## src/rtl/fetch_unit_pkg.sv

```systemverilog
// Shared constants, FSM encoding and the IF/DE entry type for the fetch stage.
package fetch_unit_pkg;

  localparam int          XLEN         = 32;
  localparam logic [31:0] INIT_PC_DEF  = 32'h0000_0200;
  localparam logic [31:0] NOP_INST_DEF = 32'h0000_0013;   // addi x0,x0,0

  typedef enum logic [1:0] {
    ST_IDLE = 2'd0,
    ST_REQ  = 2'd1,
    ST_WAIT = 2'd2,
    ST_DROP = 2'd3
  } fetch_state_e;

  typedef struct packed {
    logic [XLEN-1:0] inst;
    logic [XLEN-1:0] pc;
    logic            fault;
  } fetch_entry_t;

endpackage

```

## src/rtl/fetch_unit_if_de.sv

```systemverilog
// IF/DE pipeline register with a 1-entry skid buffer. Flush empties both
// stages; an entry offered together with flush lands in the cleared register.
module if_de_reg
  import fetch_unit_pkg::*;
#(
  parameter logic [31:0] NOP_INST = NOP_INST_DEF
) (
  input  logic         clk,
  input  logic         rst_n,
  input  logic         flush,
  input  logic         in_valid,
  input  fetch_entry_t in_entry,
  output logic         out_valid,
  input  logic         out_ready,
  output fetch_entry_t out_entry,
  output logic         skid_valid
);

  fetch_entry_t main_q, skid_q;
  logic         main_valid;
  logic         drain;

  // Register can take a new entry when empty or being consumed this cycle.
  assign drain = !main_valid || out_ready;

  // Skid drains ahead of any new entry so program order is preserved.
  always_ff @(posedge clk or negedge rst_n) begin
    if (!rst_n) begin
      main_valid <= 1'b0;
      main_q     <= '{inst: NOP_INST, pc: '0, fault: 1'b0};
      skid_valid <= 1'b0;
      skid_q     <= '0;
    end else if (flush) begin
      main_valid <= in_valid;
      skid_valid <= 1'b0;
      if (in_valid) main_q <= in_entry;
    end else if (drain) begin
      if (skid_valid) begin
        main_valid <= 1'b1;
        main_q     <= skid_q;
        skid_valid <= in_valid;
        if (in_valid) skid_q <= in_entry;
      end else begin
        main_valid <= in_valid;
        if (in_valid) main_q <= in_entry;
      end
    end else if (in_valid) begin
      skid_valid <= 1'b1;
      skid_q     <= in_entry;
    end
  end

  assign out_valid = main_valid;
  assign out_entry = '{inst:  main_valid ? main_q.inst : NOP_INST,
                       pc:    main_q.pc,
                       fault: main_valid & main_q.fault};

endmodule

```

## src/rtl/fetch_unit.sv

```systemverilog
// Fetch stage: owns the fetch PC, issues one imem request at a time, feeds
// IF/DE through a skid buffer and drops responses made stale by redirects.
// Optional feature macro: FETCH_MISALIGN_EN (misaligned redirect -> fetch_fault).
module fetch_unit
  import fetch_unit_pkg::*;
#(
  parameter logic [31:0] INIT_PC  = INIT_PC_DEF,
  parameter logic [31:0] NOP_INST = NOP_INST_DEF
) (
  input  logic        clk,
  input  logic        rst_n,
  input  logic        redirect_valid,
  input  logic [31:0] redirect_pc,
  output logic        imem_req_valid,
  input  logic        imem_req_ready,
  output logic [31:0] imem_req_addr,
  input  logic        imem_resp_valid,
  input  logic [31:0] imem_resp_data,
  output logic        de_valid,
  input  logic        de_ready,
  output logic [31:0] de_inst,
  output logic [31:0] de_pc,
  output logic [31:0] pc
`ifdef FETCH_MISALIGN_EN
  ,
  output logic        fetch_fault
`endif
);

  fetch_state_e state, state_n;
  logic [31:0]  pc_n, rpc;
  logic         parked, parked_n;
  logic         misalign;
  logic         wr_valid, skid_valid;
  fetch_entry_t wr_entry, de_entry;

`ifdef FETCH_MISALIGN_EN
  assign rpc      = redirect_pc;
  assign misalign = redirect_valid && (redirect_pc[1:0] != 2'b00);
`else
  logic unused_rpc_lo;
  assign rpc           = {redirect_pc[31:2], 2'b00};
  assign misalign      = 1'b0;
  assign unused_rpc_lo = ^redirect_pc[1:0];
`endif

  // State, PC and fault-park registers.
  always_ff @(posedge clk or negedge rst_n) begin
    if (!rst_n) begin
      state  <= ST_IDLE;
      pc     <= INIT_PC;
      parked <= 1'b0;
    end else begin
      state  <= state_n;
      pc     <= pc_n;
      parked <= parked_n;
    end
  end

  // Next-state, PC update and IF/DE write; redirect overrides the normal flow.
  always_comb begin
    state_n        = state;
    pc_n           = pc;
    parked_n       = parked;
    wr_valid       = 1'b0;
    wr_entry       = '{inst: imem_resp_data, pc: pc - 32'd4, fault: 1'b0};
    imem_req_valid = (state == ST_REQ) && !redirect_valid;
    unique case (state)
      ST_IDLE: if (!skid_valid && !parked) state_n = ST_REQ;
      ST_REQ: begin
        if (imem_req_valid && imem_req_ready) begin
          pc_n    = pc + 32'd4;
          state_n = ST_WAIT;
        end
      end
      ST_WAIT: begin
        if (imem_resp_valid) begin
          wr_valid = 1'b1;
          // Skid stays empty only when the response goes straight to IF/DE.
          state_n  = (!skid_valid && (!de_valid || de_ready)) ? ST_REQ : ST_IDLE;
        end
      end
      ST_DROP: if (imem_resp_valid) state_n = parked ? ST_IDLE : ST_REQ;
      default: state_n = ST_IDLE;
    endcase
    if (redirect_valid) begin
      pc_n     = rpc;
      parked_n = 1'b0;
      wr_valid = 1'b0;
      if (state == ST_WAIT || state == ST_DROP)
        state_n = imem_resp_valid ? ST_REQ : ST_DROP;
      if (misalign) begin
        // Fault entry goes straight to decode; wait out any in-flight response.
        wr_valid = 1'b1;
        wr_entry = '{inst: NOP_INST, pc: rpc, fault: 1'b1};
        parked_n = 1'b1;
        state_n  = ((state == ST_WAIT || state == ST_DROP) && !imem_resp_valid)
                   ? ST_DROP : ST_IDLE;
      end
    end
  end

  if_de_reg #(.NOP_INST(NOP_INST)) u_if_de (
    .clk        (clk),
    .rst_n      (rst_n),
    .flush      (redirect_valid),
    .in_valid   (wr_valid),
    .in_entry   (wr_entry),
    .out_valid  (de_valid),
    .out_ready  (de_ready),
    .out_entry  (de_entry),
    .skid_valid (skid_valid)
  );

  assign imem_req_addr = pc;
  assign de_inst       = de_entry.inst;
  assign de_pc         = de_entry.pc;

`ifdef FETCH_MISALIGN_EN
  assign fetch_fault = de_entry.fault;
`else
  logic unused_fault;
  assign unused_fault = de_entry.fault;
`endif

endmodule
```

## config.mk

```make
export PLATFORM = sky130hd
export DESIGN_NAME = fetch_unit
export DESIGN_NICKNAME = d
export VERILOG_FILES = /design/src/rtl/fetch_unit_pkg.sv /design/src/rtl/fetch_unit_if_de.sv /design/src/rtl/fetch_unit.sv
export SDC_FILE = /design/constraint.sdc
export NUM_CORES = 1
export LEC_CHECK = 0
export ABC_AREA = 1
export ABC_CLOCK_PERIOD_IN_PS = 4980
export CORE_AREA = 2 2 151 153
export DETAILED_ROUTE_END_ITERATION = 6
export DIE_AREA = 0 0 153 155
export GPL_TIMING_DRIVEN = 0
export PLACE_DENSITY = 0.82
export SYNTH_ARGS = -nofsm -noshare
export SYNTH_HDL_FRONTEND = slang
export SYNTH_SLANG_ARGS = --single-unit
```

## constraint.sdc

```tcl
create_clock -name clk -period 4.98 [get_ports clk]
set_clock_uncertainty 0.15 [all_clocks]
set_input_delay 0.996 -clock clk [delete_from_list [all_inputs] [get_ports clk]]
set_output_delay 0.996 -clock clk [all_outputs]
set_load 0.005 [all_outputs]
```

==> results of run 1 <==
==> worst max path at each step <==
| stage | depth (start not counted) | endpoint | start |
|---|---|---|---|
| 6_report | 4 | imem_req_valid | redirect_valid |
| 5_1_grt | 4 | imem_req_valid | redirect_valid |
| 4_1_cts | 4 | imem_req_valid | redirect_valid |
| 3_5_place_dp | 4 | imem_req_valid | redirect_valid |
| 3_3_place_gp | 1 | imem_req_addr[29] | rst_n |
| 2_1_floorplan | 3 | imem_req_valid | redirect_valid |
==> cell usage in the layout (no fill, tap or decap), types with 6 or more instances in the layout <==
cell	instances
buf_2	22
clkdlybuf4s50_1	191
nand2_2	6
clkbuf_1	24
buf_4	77
clkbuf_16	17
o21ai_1	51
nand3_1	68
xor2_1	13
nand2_1	384
a21oi_1	8
o21bai_1	16
nor2_2	9
nor2_1	154
inv_2	12
dfrtp_1	156
o21ai_0	142
o22ai_1	34
inv_1	198
nand4_1	8
==> metrics by stage <==
stage	worst slack, ns	cells	instance area (sq um)
final	1.57	1930	12700
after global routing	1.55	1930	12700
after CTS	1.59	1930	12700
after detailed placement	1.60	1898	12100
after global placement	-3.73	1897	12100
after floorplan	2.33	1420	9810
==> power by group through the flow <==
stage	Clock, uW	Combinational (uW)	Sequential, uW
finish	1380	1860	2030
CTS	1380	1870	2020
global placement	0	1810	2030
global route	1440	2060	2080
detailed placement	0	1850	2040
floorplan	0	1030	1910
==> kinds of logic (layout without fill, tap and decap cells) <==
family	Yosys count	count (layout)	synth area share
AND/OR/NAND/NOR	644	644	0.268
flip-flops	160	160	0.409
adder cells (fa/ha/maj)	2	2	0.00255
AO/OA/AOI/OAI	260	260	0.144
other	1	4	0.000383
XOR/XNOR	14	14	0.0125
buffers and inverters	336	561	0.163
==> layout make-up <==
cell class	instances	area share
Multi-Input combinational cell	924	0.330
Sequential cell	160	0.315
Timing Repair Buffer	193	0.153
Buffer	125	0.0629
Inverter	211	0.0624
Clock buffer	17	0.0334
Tap cell	285	0.0280
Clock inverter	15	0.0152
==> flip-flops by register name, summed over array words and instances (netlist names) <==
name / flops
u_if_de.skid_valid: 1
u_if_de.main_q: 32
u_if_de.out_valid: 1
state: 2
u_if_de.skid_q: 62
u_if_de.out_entry: 32
imem_req_addr: 30
==> worst max-delay path: stages <==
cell	delay [ns]
buf_4	0.17
clkbuf_1	0.46
nor2_1	0.16
clkdlybuf4s50_1	0.48
==> layer usage <==
metal / GRT usage / share of wire / up-vias
li1: - / - / 4799
met1: 0.352 / 0.42 / 4610
met2: 0.428 / 0.47 / 477
met3: 0.0387 / 0.085 / 47
met4: 0.0820 / 0.023 / 0
met5: 0 / 0 / -
==> summary.txt, run 1 <==
Clocking
  – Max Buffers Root-to-Sink: 2
  – Clock buffer count from CTS: 17
  – Number of setup buffers added after CTS: 0
  – Sink Count: 160
  – Clk_lat worst skew: roughly 0.44 ns
  – Hold-fix buffers, CTS: 0
  – H-tree Lvls: 4
  – Clock root cell: clkbuf_16
  – Post_cts resized: 0
  – Clock slew at the register clock pins of the worst setup and hold paths: ~0.070 ns
  – CTS tree: done

Synth
  – Ranking of synthesized cells by area: dfrtp_1 (40%), nand2_1 (15%), inv_1 (7.6%), o21ai_0 (7.3%), buf_4 (5.9%)
  – Register area share after synthesis: 0.409
  – Post-synth top flop: dfrtp_1
  – Post-synth EDFFs: 0
  – Top-count cell post-synth: nand2_1
  – YS warnings: 0
  – Netlist cell types: 36
  – Mapped Avg Cell Area: about 7 sq um
  – Cell area after synthesis: 0.00980 sq mm
  – Synth area leader: dfrtp_1
  – Yosys reg bits: 160
  – Async SR Flop Fraction: 1.00
  – Top cells by count, synth: nand2_1 (384), inv_1 (198), dfrtp_1 (156), nor2_1 (154), o21ai_0 (142)
  – Synth Instances: 1417
  – Yosys top cell area share: 0.399

Finish
  – Layout fillers: 2011
  – Antenna diode count: 0
  – Register area: roughly 0.004 sq mm
  – Multi-input gate area: ~0.0042 sq mm
  – Layout area overhead: 30.0%
  – Layout cells sized above 1: 0.108
  – NumNets Final: between 1500 and 2000
  – Fin util: 0.573

Critical path
  – CP max FO: 10
  – Flop2flop setup slack: between 2 and 2.5 ns
  – Worst flop-to-flop path startpoint: imem_req_addr[2]
  – Startpoint types: input pin
  – Worst r2r path cells: 11
  – Data arrival, critical path: between 2 and 2.5 ns
  – Setup crit end kind: output pin
  – Kind of critical path: in2out
  – Reg-to-Reg End: u_if_de.out_entry[17]
  – Required @ worst endpoint: 3.83 ns

Placement
  – Port Buffers: roughly 190
  – Placer Congestion: 1.03
  – Detailed placement HPWL: 23000 um

Power
  – Comb pwr share: 0.353
  – Switching Share: 0.344
  – Leakage: between 0.006 and 0.007 uW
  – Max VDD drop: 0.211 mV
  – Pwr/cell area: about 410 mW/mm^2
  – Clock share of power: 0.262
  – P_int: 3460 uW
  – Sw Pwr: about 1800 uW
  – Total power: 5280 uW
  – Flop pwr share: 0.385

Timing
  – RSZ-0062 raised after global routing: no
  – Hold Slack: approximately 0.32 ns
  – Max Slew Vio Count: 0
  – Final Hold Vio Count: 0
  – Setup violators final: 0
  – Slew headroom: 0.625
  – Final critical-path required period: roughly 3.4 ns
  – Worst slew pin tran: about 0.56 ns
  – Final worst-path cycle share: 0.684
  – Setup_tns: 0 ns
  – Max Clk Rate: about 0.3 GHz

GRT
  – Initial antenna violation count: 0
  – Vias in the first global route: roughly 9400
  – Global route overflow: 0
  – First-pass GRT wire length: 48900 um
  – Largest net degree at the start of global routing: 99
  – All-layer global routing usage: 0.258

Floorplan
  – Number of core rows: 55
  – Core area: between 0.02 and 0.025 sq mm
  – Die width: about 150 um
  – Initial Util: 0.441
  – I/O pin total: 200
  – Die area: between 0.02 and 0.025 sq mm
  – Die Ht: approximately 160 um

Routing
  – Routed Antenna Nets: 0
  – Pre-antenna DRT Iters: 6
  – WL final: approximately 30000 um
  – Vias: roughly 9900
  – Iteration-0 DRC Markers: around 1000
  – Wire per inst: about 16 um
  – DRC: 0
  – DR vias/cell: 5.15

Run
  – Max-cap violations: 0

Min path
  – Hold Crit Class: in2async

Run status
  – Outcome: finished, final reports clean
Note: power is estimated with default switching activity, not from simulation.
==> inputs of run 2 (changes only) <==
--- a/config.mk
+++ b/config.mk
@@ -6,7 +6,7 @@
 export NUM_CORES = 1
 export LEC_CHECK = 0
 export ABC_AREA = 1
-export ABC_CLOCK_PERIOD_IN_PS = 4980
+export ABC_CLOCK_PERIOD_IN_PS = 3400
 export CORE_AREA = 2 2 151 153
 export DETAILED_ROUTE_END_ITERATION = 6
 export DIE_AREA = 0 0 153 155
==> constraint.sdc (replaced) <==
create_clock -name clk -period 3.4 [get_ports clk]
set_clock_uncertainty 0.15 [all_clocks]
set_input_delay 0.68 -clock clk [delete_from_list [all_inputs] [get_ports clk]]
set_output_delay 0.68 -clock clk [all_outputs]
set_load 0.005 [all_outputs]
==> results of run 2 <==
The final DEF is identical to that of run 1. Status: finished, final reports clean.
Among the figures that moved: setup slack after placement 1.60 ns -> 0.650 ns; setup slack after layout 1.57 ns -> 0.495 ns; hold slack 0.324 ns -> 0.00830 ns; start point of the critical path redirect_valid -> u_if_de.out_valid; end point of the critical path imem_req_valid -> de_inst[3]; register-to-register setup slack 2.46 ns -> 0.88 ns; total power 5280 uW -> 7730 uW; worst IR drop on VDD 0.211 mV -> 0.308 mV
==> inputs of run 3 (changes only) <==
--- a/config.mk
+++ b/config.mk
@@ -8,6 +8,7 @@
 export ABC_AREA = 1
 export ABC_CLOCK_PERIOD_IN_PS = 3400
 export CORE_AREA = 2 2 151 153
+export CTS_CLUSTER_DIAMETER = 40
 export DETAILED_ROUTE_END_ITERATION = 6
 export DIE_AREA = 0 0 153 155
 export GPL_TIMING_DRIVEN = 0
==> results of run 3 <==
The final DEF is identical to that of run 1. Status: finished, final reports clean.
Among the figures that moved: setup slack after placement 1.60 ns -> 0.650 ns; setup slack after layout 1.57 ns -> 0.495 ns; hold slack 0.324 ns -> 0.00830 ns; start point of the critical path redirect_valid -> u_if_de.out_valid; end point of the critical path imem_req_valid -> de_inst[3]; register-to-register setup slack 2.46 ns -> 0.88 ns; total power 5280 uW -> 7730 uW; worst IR drop on VDD 0.211 mV -> 0.308 mV
